<file path="src/rtl/udp_dump_framer.sv">
// udp_dump_framer
//   Frames an order-book dump as a UDP byte stream: 42-byte Ethernet/IPv4/UDP
//   header, 3-byte dump-response opcode, then each 32-bit book entry sent
//   big-endian. A dump_empty pulse produces an empty-book frame: header,
//   opcode, then one 0x00 pad byte.
//
//   Optional build macro DUMP_LIMIT_EN: caps a frame at MAX_ENTRIES entries.
//   The capping entry's last byte carries tlast, dump_overflow is set (sticky),
//   and the rest of the dump is discarded up to its tlast entry.
//
// Ports
//   clk_udp, rst_udp_n         clock, asynchronous active-low reset
//   entry_tdata/tvalid/tlast   order-book entry input stream
//   entry_tready               entry accepted when tvalid && tready
//   dump_empty                 one-cycle pulse requesting an empty-book frame
//   tx_axis_*                  registered byte-stream egress
//   busy                       high whenever a frame is in progress
//   dump_overflow              sticky entry-limit flag (0 without DUMP_LIMIT_EN)
module udp_dump_framer #(
  parameter logic [31:0] SRC_IP      = 32'hC0A80132,
  parameter logic [31:0] DST_IP      = 32'hC0A80164,
  parameter logic [15:0] SRC_PORT    = 16'd55555,
  parameter logic [15:0] DST_PORT    = 16'd55555,
  parameter logic [23:0] OPCODE      = 24'hF0E0D0,
  parameter logic [15:0] MAX_ENTRIES = 16'd256
) (
  input  logic        clk_udp,
  input  logic        rst_udp_n,
  input  logic [31:0] entry_tdata,
  input  logic        entry_tvalid,
  input  logic        entry_tlast,
  output logic        entry_tready,
  input  logic        dump_empty,
  output logic [7:0]  tx_axis_tdata,
  output logic        tx_axis_tvalid,
  output logic        tx_axis_tlast,
  input  logic        tx_axis_tready,
  output logic        busy,
  output logic        dump_overflow
);

`ifdef DUMP_LIMIT_EN
  typedef enum logic [2:0] {
    S_IDLE, S_HEADER, S_OPCODE, S_LOAD, S_SEND, S_PAD, S_DRAIN
  } state_t;
  localparam bit LimitEn = 1'b1;
`else
  typedef enum logic [2:0] {
    S_IDLE, S_HEADER, S_OPCODE, S_LOAD, S_SEND, S_PAD
  } state_t;
  localparam bit LimitEn = 1'b0;
`endif

  state_t      state_q, state_d;
  logic [5:0]  hdr_q, hdr_d;
  logic [1:0]  lane_q, lane_d;
  logic [15:0] ent_q, ent_d;
  logic [31:0] word_q, word_d;
  logic        last_q, last_d;
  logic        dump_q, dump_d;
  logic [7:0]  tdata_q, tdata_d;
  logic        tvalid_q, tvalid_d;
  logic        tlast_q, tlast_d;
  logic        accept;
  logic        at_limit;
  logic [1:0]  lane_inc;

  function automatic logic [7:0] hdr_byte(input logic [5:0] idx);
    logic [7:0] b;
    b = 8'h00;
    case (idx)
      6'd12:   b = 8'h08;
      6'd23:   b = 8'h11;
      6'd26:   b = SRC_IP[31:24];
      6'd27:   b = SRC_IP[23:16];
      6'd28:   b = SRC_IP[15:8];
      6'd29:   b = SRC_IP[7:0];
      6'd30:   b = DST_IP[31:24];
      6'd31:   b = DST_IP[23:16];
      6'd32:   b = DST_IP[15:8];
      6'd33:   b = DST_IP[7:0];
      6'd34:   b = SRC_PORT[15:8];
      6'd35:   b = SRC_PORT[7:0];
      6'd36:   b = DST_PORT[15:8];
      6'd37:   b = DST_PORT[7:0];
      default: b = 8'h00;
    endcase
    return b;
  endfunction

  function automatic logic [7:0] op_byte(input logic [1:0] idx);
    logic [7:0] b;
    case (idx)
      2'd0:    b = OPCODE[23:16];
      2'd1:    b = OPCODE[15:8];
      default: b = OPCODE[7:0];
    endcase
    return b;
  endfunction

  // The output registers always hold the byte of the current state/counter;
  // the state only advances when that byte is accepted, so tvalid is never
  // high in IDLE or LOAD and a stalled byte stays put.
  assign accept   = tvalid_q && tx_axis_tready;
  assign lane_inc = lane_q + 2'd1;
  // Entry about to be captured would be the MAX_ENTRIES-th without ending the dump.
  assign at_limit = LimitEn && ((ent_q + 16'd1) == MAX_ENTRIES) && !entry_tlast;

`ifdef DUMP_LIMIT_EN
  logic forced_q, forced_d;
  logic ovf_q, ovf_d;
  assign dump_overflow = ovf_q;
`else
  assign dump_overflow = 1'b0;
`endif

  always_comb begin
    state_d      = state_q;
    hdr_d        = hdr_q;
    lane_d       = lane_q;
    ent_d        = ent_q;
    word_d       = word_q;
    last_d       = last_q;
    dump_d       = dump_q;
    tdata_d      = tdata_q;
    tvalid_d     = tvalid_q;
    tlast_d      = tlast_q;
    entry_tready = 1'b0;
`ifdef DUMP_LIMIT_EN
    forced_d     = forced_q;
    ovf_d        = ovf_q;
`endif
    case (state_q)
      S_IDLE: begin
        if (entry_tvalid || dump_empty) begin
          state_d  = S_HEADER;
          dump_d   = entry_tvalid;
          hdr_d    = '0;
          lane_d   = '0;
          ent_d    = '0;
          tdata_d  = hdr_byte(6'd0);
          tvalid_d = 1'b1;
          tlast_d  = 1'b0;
        end
      end
      S_HEADER: begin
        if (accept) begin
          if (hdr_q == 6'd41) begin
            state_d = S_OPCODE;
            lane_d  = '0;
            tdata_d = op_byte(2'd0);
          end else begin
            hdr_d   = hdr_q + 6'd1;
            tdata_d = hdr_byte(hdr_q + 6'd1);
          end
        end
      end
      S_OPCODE: begin
        if (accept) begin
          if (lane_q == 2'd2) begin
            lane_d = '0;
            if (dump_q) begin
              state_d  = S_LOAD;
              tvalid_d = 1'b0;
            end else begin
              state_d = S_PAD;
              tdata_d = 8'h00;
              tlast_d = 1'b1;
            end
          end else begin
            lane_d  = lane_inc;
            tdata_d = op_byte(lane_inc);
          end
        end
      end
      S_LOAD: begin
        entry_tready = 1'b1;
        if (entry_tvalid) begin
          word_d   = entry_tdata;
          last_d   = entry_tlast | at_limit;
          ent_d    = ent_q + 16'd1;
`ifdef DUMP_LIMIT_EN
          forced_d = at_limit;
`endif
          state_d  = S_SEND;
          lane_d   = '0;
          tdata_d  = entry_tdata[31:24];
          tvalid_d = 1'b1;
          tlast_d  = 1'b0;
        end
      end
      S_SEND: begin
        if (accept) begin
          if (lane_q == 2'd3) begin
            lane_d   = '0;
            tvalid_d = 1'b0;
            tlast_d  = 1'b0;
            state_d  = last_q ? S_IDLE : S_LOAD;
`ifdef DUMP_LIMIT_EN
            if (forced_q) begin
              state_d = S_DRAIN;
              ovf_d   = 1'b1;
            end
`endif
          end else begin
            lane_d  = lane_inc;
            tdata_d = word_q[{~lane_inc, 3'b000} +: 8];
            tlast_d = last_q && (lane_inc == 2'd3);
          end
        end
      end
      S_PAD: begin
        if (accept) begin
          state_d  = S_IDLE;
          tvalid_d = 1'b0;
          tlast_d  = 1'b0;
        end
      end
`ifdef DUMP_LIMIT_EN
      S_DRAIN: begin
        entry_tready = 1'b1;
        if (entry_tvalid && entry_tlast) state_d = S_IDLE;
      end
`endif
      default: state_d = S_IDLE;
    endcase
  end

  always_ff @(posedge clk_udp or negedge rst_udp_n) begin
    if (!rst_udp_n) begin
      state_q  <= S_IDLE;
      hdr_q    <= '0;
      lane_q   <= '0;
      ent_q    <= '0;
      word_q   <= '0;
      last_q   <= 1'b0;
      dump_q   <= 1'b0;
      tdata_q  <= '0;
      tvalid_q <= 1'b0;
      tlast_q  <= 1'b0;
`ifdef DUMP_LIMIT_EN
      forced_q <= 1'b0;
      ovf_q    <= 1'b0;
`endif
    end else begin
      state_q  <= state_d;
      hdr_q    <= hdr_d;
      lane_q   <= lane_d;
      ent_q    <= ent_d;
      word_q   <= word_d;
      last_q   <= last_d;
      dump_q   <= dump_d;
      tdata_q  <= tdata_d;
      tvalid_q <= tvalid_d;
      tlast_q  <= tlast_d;
`ifdef DUMP_LIMIT_EN
      forced_q <= forced_d;
      ovf_q    <= ovf_d;
`endif
    end
  end

  assign tx_axis_tdata  = tdata_q;
  assign tx_axis_tvalid = tvalid_q;
  assign tx_axis_tlast  = tlast_q;
  assign busy           = (state_q != S_IDLE);

endmodule

</file>
<file path="config.mk">
export PLATFORM = sky130hd
export DESIGN_NAME = udp_dump_framer
export DESIGN_NICKNAME = d
export VERILOG_FILES = /design/src/rtl/udp_dump_framer.sv
export SDC_FILE = /design/constraint.sdc
export NUM_CORES = 1
export LEC_CHECK = 0
export ABC_AREA = 1
export CAP_MARGIN = 10
export CORE_AREA = 2 2 85 87
export CTS_CLUSTER_SIZE = 24
export DETAILED_ROUTE_END_ITERATION = 8
export DIE_AREA = 0 0 87 89
export GPL_TIMING_DRIVEN = 0
export PLACE_DENSITY = 0.83
export SYNTH_ARGS = -nofsm -noshare
export SYNTH_HDL_FRONTEND = slang
export SYNTH_SLANG_ARGS = --single-unit
export TNS_END_PERCENT = 30
</file>
<file path="constraint.sdc">
create_clock -name clk_udp -period 2.5 [get_ports clk_udp]
set_clock_uncertainty 0.2 [all_clocks]
set_input_delay 0.5 -clock clk_udp [delete_from_list [all_inputs] [get_ports clk_udp]]
set_output_delay 0.5 -clock clk_udp [all_outputs]
set_load 0.02 [all_outputs]
</file>
# Word-level counts from Yosys, hierarchy flattened
# Memories as Yosys holds them, arrays and structs flattened.
# Cells that the tools add are included.
[word_totals] reg_bits=55 latchBits=0 ramBits=0 rom_bits=512 out_inout_bits=13 elab_cells=109 n_memories=1
[mem_list] memory="(name not given)" words=64 width=8 read_ports=1 rd_ports_with_merged_regs=0 write_ports=0 line_no="71" text="case (idx)"
[op_classes] add_sub_neg=2 mul=0 div=0 n_lt_le_gt_ge=0 n_eq_ne=24 n_shift=1 n_mux=54 n_bitwise=1 n_reduce_logical=17
[op_table] operator="8-bit two-way mux" n=9
[op_table] operator="8-bit case mux with 5 select lines" n=1
[op_table] operator="32-bit by 6-bit variable part select with 8-bit output" n=1
[op_table] operator="3-bit two-way mux" n=10
[op_table] operator="2-bit != test, second input constant" n=13
[op_table] operator="6-bit case mux with 2 select lines" n=2
[op_table] operator="2-bit two-way mux" n=9
[op_table] operator="6-bit two-way mux" n=3
[op_table] operator="3-bit case mux with 6 select lines" n=1
[op_table] operator="9-bit AND reduction" n=2
[op_table] operator="1-bit two-way mux" n=16
[op_table] operator="8-bit AND reduction" n=2
[op_table] operator="1-bit case mux with 5 select lines" n=2
[op_table] operator="2-bit case mux with 5 select lines" n=1
[op_table] operator="5-bit nonzero test" n=2
[op_table] operator="7-bit AND reduction" n=1
[op_table] operator="6-bit by 1-bit adder with 6-bit output, second input constant" n=1
[op_table] operator="2-bit == test, second input constant" n=3
[op_table] operator="3-bit by 2-bit == test with 1-bit output, second input constant" n=2
[op_table] operator="3-bit == test, second input constant" n=2
[op_table] operator="6-bit == test, second input constant" n=1
[op_table] operator="2-bit AND reduction" n=2
[op_table] operator="4-bit AND reduction" n=1
[op_table] operator="3-bit by 1-bit == test with 1-bit output, second input constant" n=1
[op_table] operator="10 further kinds" n=11

# Longest topological paths before layout
[depth] depth_word=6 depth_mapped=13

# Worst setup path after synthesis
# OpenSTA, ideal clock, no wires.
[synth_path] path_type="register to register" start="reg lane_q[0]" end="reg tdata_q[0], in the netlist tx_axis_tdata[0]" setup_time_ns=0.117 t_arrival_ns=1.945 required_ns=2.183 path_slack_ns=0.239 path_stages_with_launch=12 n_path_buf=3 cell_sequence="dfrtp_1 -> buf_2 -> clkinv_1 -> buf_2 -> ha_1 -> clkbuf_1 -> nand3_1 -> nand3_1 -> o21ai_0 -> o21bai_1 -> nand2_1 -> nand2_1"
[synth_between] elab_chain_len=6 word_cells_on_any_way=13 classes_between="1 x add/sub; 4 x eq/ne; 1 x shift; 5 x mux; 1 x bitwise; 1 x reduce/logical"
[synth_rtl] item="start: declaration" line_no="56" text="logic [1:0] lane_q, lane_d;"
[synth_rtl] item="start signal: assignment" line_no="248" text="lane_q <= lane_d;"
[synth_rtl] item="2-bit by 1-bit adder with 2-bit output" line_no="105" text="assign lane_inc = lane_q + 2'd1;"
[synth_rtl] item="2-bit NOT" line_no="207" text="tdata_d = word_q[{~lane_inc, 3'b000} +: 8];"
[synth_rtl] item="32-bit by 6-bit variable part select with 8-bit output" line_no="207"
[synth_rtl] item="8-bit two-way mux" line_no="194" text="if (lane_q == 2'd3) begin"
[synth_rtl] item="8-bit two-way mux" line_no="193" text="if (accept) begin"
[synth_rtl] item="8-bit case mux with 5 select lines" line_no="133" text="case (state_q)"
[synth_rtl] item="end signal: assignment" line_no="253" text="tdata_q <= tdata_d;"
[synth_rtl] item="end: declaration" line_no="61" text="logic [7:0] tdata_q, tdata_d;"
# Parallel ways exist; a longest one is shown, timed or not. The select of a mux whose other input is x is not followed.
# A chain may end at the register's enable or synchronous reset.

# Worst setup path in the final report
[layout_path] start="reg lane_q[0]" end="reg state_q[0]"
[layout_between] elab_chain_len=3 word_cells_on_any_way=5 classes_between="4 x eq/ne; 1 x reduce/logical"
[layout_rtl] item="2-bit == test, on equally long branches" line_no="194, 160"
[layout_rtl] item="2-bit != test (no line)"
[layout_rtl] item="9-bit AND reduction (no line) (*)"
[layout_rtl] item="end signal: assignment" line_no="246" text="state_q <= state_d;"
[layout_rtl] item="end: declaration" line_no="54" text="state_t state_q, state_d;"
# Mark *: on every way between the ends. The rest lies on a longest branch, timed or not.

==> impl_summary.md <==
Outcome
The flow ran to the end, and the final reports show no timing, DRC or antenna violations.

CTS
The number of clock sinks is 55. For the worst-skew pair, the clock arrives at the later sink with an insertion delay of approximately 0.32 ns. The clock tree from TritonCTS is built. Clock-pin slew was measured on the worst setup and hold paths at about 0.12 ns.

The clock passes through at most 2 buffers. Counting the buffers created by CTS gives 5. The cell chosen for the clock root is sky130_fd_sc_hd__clkbuf_8. The H-tree generated during clock tree synthesis spans 2 levels.

Pwr
Power spread over the standard cell area amounts to 1090 mW/mm^2. Sequential cells account for between 30% and 40% of the total power. The internal power of the cells totals between 2 and 2.5 mW. The total net switching power is between 1.5 and 2 mW. The clock network fraction of design power is between 10% and 20%.

IR analysis of the VDD net gives a maximum drop of between 0.5 and 0.6 mV. Of the total power, the share spent switching nets is between 40 and 50%. For this design the static power due to leakage is between 1.5 and 2 nW. The share of total power dissipated in combinational logic is 53.8%.

Route
Across all layers, the routed design uses between 2k and 3k vias. Summed over all layers, the routed wires come to 7910 um. The count of nets left with antenna violations once routing finished came out at 0. In the routed layout, each cell is associated on average with a via count of 5.39. For this block, the initial DRC count from the detailed router was ~150. The length of the first detailed-routing pass in iterations is 4. After detailed routing, the number of remaining DRC violations is 0. The post-detailed-route wirelength per cell is 14.4 um.

Setup path
For this run, the slowest stage of the critical path takes ~0.43 ns. The worst-path maximum fanout is 12. Counting stages on the worst path, the most repeated cell is sky130_fd_sc_hd__clkbuf_4. Among all stages on the critical path, the largest delay is contributed by sky130_fd_sc_hd__dfrtp_1. The signal on the critical path passes through clkbuf_4 > inv_4 > clkbuf_4 > ha_1 > inv_1 > nand2_2 > nand2_1 > nor3_1 > nand4_1 > o21ai_0. The worst setup path is captured at a register. At the worst endpoint, the required time is ~2.5 ns.

The slack of the worst reg-to-reg path is ~0.065 ns. For the worst setup path, the data arrival time is approximately 2.5 ns. The category of the most critical setup path is reg -> reg. The worst setup path is launched from a register.

Global route
Across every metal layer, demand over resource in global routing totals 22.1%. The initial antenna violation count came to 0. The first global-routing pass estimated about 14,000 um of wire. Entering global routing, the biggest net connects 39 pins. The via count of the first global-routing pass was about 3.0k. Summed over all layers, the global routing overflow is 0.

Yosys
The cell count after synthesis came out at 412. The count of yosys warnings during synthesis is 0. Yosys mapped the design onto 33 distinct sky130hd cell types. The proportion of synthesized flip-flops having asynchronous set or reset is 100%. The total nets after synthesis is 462.

For this run, the leading register cell type out of synthesis is sky130_fd_sc_hd__dfrtp_1. The count of flip-flops with a built-in enable after synthesis is 0. The sequential share of the synthesized area is between 40% and 50%. In this run, synthesis produced a sequential element count of 55. Averaged over all synthesized cells, the footprint is roughly 8 sq um. After synthesis the cells add up to 0.00335 sq mm.

Cells and area
In the layout the commonest cells are 124 x sky130_fd_sc_hd__nand2_1, 55 x sky130_fd_sc_hd__dfrtp_1, 46 x sky130_fd_sc_hd__clkdlybuf4s50_1. Leaving out fill and tap cells, the most frequent cell in the layout is sky130_fd_sc_hd__nand2_1. Of the cells placed in the final design, the portion with a size suffix greater than 1 is 15.9%.

Across the whole layout, storage elements account for between 0.001 and 0.0015 sq mm. Summing all multi-input logic gate instances after layout gives ~0.0017 sq mm. The final instance area is about 0.0041 sq mm. The count of fill cells added during filler insertion is between 500 and 600. The final net count is between 500 and 600. The antenna diode count is 0. The post-synthesis to final-layout area growth is 21.7%.

Worst hold path
The worst hold path class is reg -> reg.

Timing
The period utilization is a little over nine tenths. The final worst hold slack is roughly 0.3 ns. Setup violations remaining at the end of the flow were counted as 0. Based on the critical path, the design can be clocked at up to 411 MHz. Setup repair after global routing could not meet its margin everywhere. The number of slew-limit violations in the final report is 0. The clock period could shrink to ~2.4 ns. The number of failing hold endpoints at the final stage is 0.

Die
From bottom edge to top edge, the die measures 89 um. Row generation in the floorplan step produced 30 rows. The horizontal die dimension is between 80 and 90 um. For this configuration, the core starts out at a cell density of between 40 and 50%.

The placeable core region is about 0.0067 sq mm. In this run the count of I/O pins placed on the die edge is 51. The die area is 0.00774 sq mm.

Placement
Routability-driven placement finished with a final weighted congestion of between 0.8 and 0.9. The HPWL reported at the end of detailed placement is between 6000 and 7000 um. During placement, the flow inserted port buffers numbering 49. Once placement finished, the instance area stood at 0.00395 sq mm.

Flow run
The number of maximum-capacitance constraint violations is 0.
==> power by group through the flow <==
stage,clock [mW],sequential [mW],combinational (mW)
floorplan,0,1.50,1.69
CTS,0.560,1.49,2.36
detailed placement,0,1.51,2.35
global route,0.601,1.54,2.70
global placement,0,1.49,2.29
finish,0.550,1.50,2.39
==> routing by layer <==
layer  share of wire [%]  up-vias  track usage (%)
met3                 4.5        6             5.08
met4                0.61        0             5.40
met1                  44     1417             28.0
met2                  50       71             38.4
met5                   0        -                0
li1                    -     1474                -
==> synth_stat cells (4+ instances only) <==
cell type,instances,area (sq um)
sky130_fd_sc_hd__nand2_1,124,465
sky130_fd_sc_hd__dfrtp_1,55,1380
sky130_fd_sc_hd__nand3_1,39,195
sky130_fd_sc_hd__inv_1,32,120
sky130_fd_sc_hd__mux2_2,30,338
sky130_fd_sc_hd__nor2_1,24,90.1
sky130_fd_sc_hd__o21ai_0,23,115
sky130_fd_sc_hd__a21oi_1,12,60.1
sky130_fd_sc_hd__ha_1,12,150
sky130_fd_sc_hd__nand4_1,6,37.5
sky130_fd_sc_hd__o22ai_1,6,37.5
sky130_fd_sc_hd__buf_6,5,56.3
sky130_fd_sc_hd__inv_2,5,18.8
sky130_fd_sc_hd__a31oi_1,4,25.0
sky130_fd_sc_hd__nand2_2,4,25.0
sky130_fd_sc_hd__nor2_2,4,25.0
==> registers in the layout (all words and copies together) (netlist names) <==
signal and cells:
last_q 1, lane_q 2, tx_axis_tdata 8, tx_axis_tlast 1
hdr_q 6, word_q 32, tx_axis_tvalid 1, dump_q 1
state_q 3
==> cells by family after synthesis <==
group / count (synthesis) / share of synthesized area, %
simple gates: 209 / 27.5
flops: 55 / 41.1
compound gates: 54 / 9.35
buf+inv: 51 / 7.29
mux: 30 / 10.1
fa+ha+maj: 12 / 4.49
other cells: 1 / 0.112
==> metrics by stage <==
stage	worst slack, ns	util [%]	power [mW]	instances	TNS, ns
6_report	0.0647	60.6	4.44	551	0
5_1_grt	-0.0272	60.6	4.84	551	-0.0500
4_1_cts	0.0138	60.5	4.42	551	0
3_5_place_dp	-0.305	58.8	3.86	542	-1.47
3_3_place_gp	-1.03	58.6	3.78	541	-57.52
2_1_floorplan	0.239	-	3.18	412	0
==> worst paths after layout <==
kind / cells after the start / from / end
max: 10 / lane_q[0] / state_q[0]
min: 2 / tx_axis_tdata[6] / tx_axis_tdata[6]
max reg2reg: 10 / lane_q[0] / state_q[0]
min reg2reg: 2 / tx_axis_tdata[6] / tx_axis_tdata[6]
max in group asynchronous: 3 / rst_udp_n / tx_axis_tdata[4]
min in group asynchronous: 2 / rst_udp_n / word_q[16]
==> worst max-delay path: cells and delay by family, from the launching register on <==
family          cells  cell delay [ns]
compound gates      1             0.25
fa+ha+maj           1             0.22
flops               1             0.43
simple gates        4             0.63
buf+inv             4             0.61
==> final cells by class <==
cell class                 count  share of cell area (%)
clock inverter                 3                   0.707
sequential                    55                    33.8
multi-input combinational    306                    42.5
inverter                      38                    3.56
clock buffer                   5                    1.69
tap                           80                    2.46
timing repair buffer          51                    12.6
buffer                        13                    2.70
==> timing repair <==
item / CTS / global route
pin swaps: 0 / 0
hold buffers: 1 / 0
resized for setup: 5 / 6
endpoints found under the setup margin: 12 / 10
setup buffers: 0 / 0
endpoints found under the hold margin: 17 / 0
Note: power is estimated with default switching activity, not from simulation.
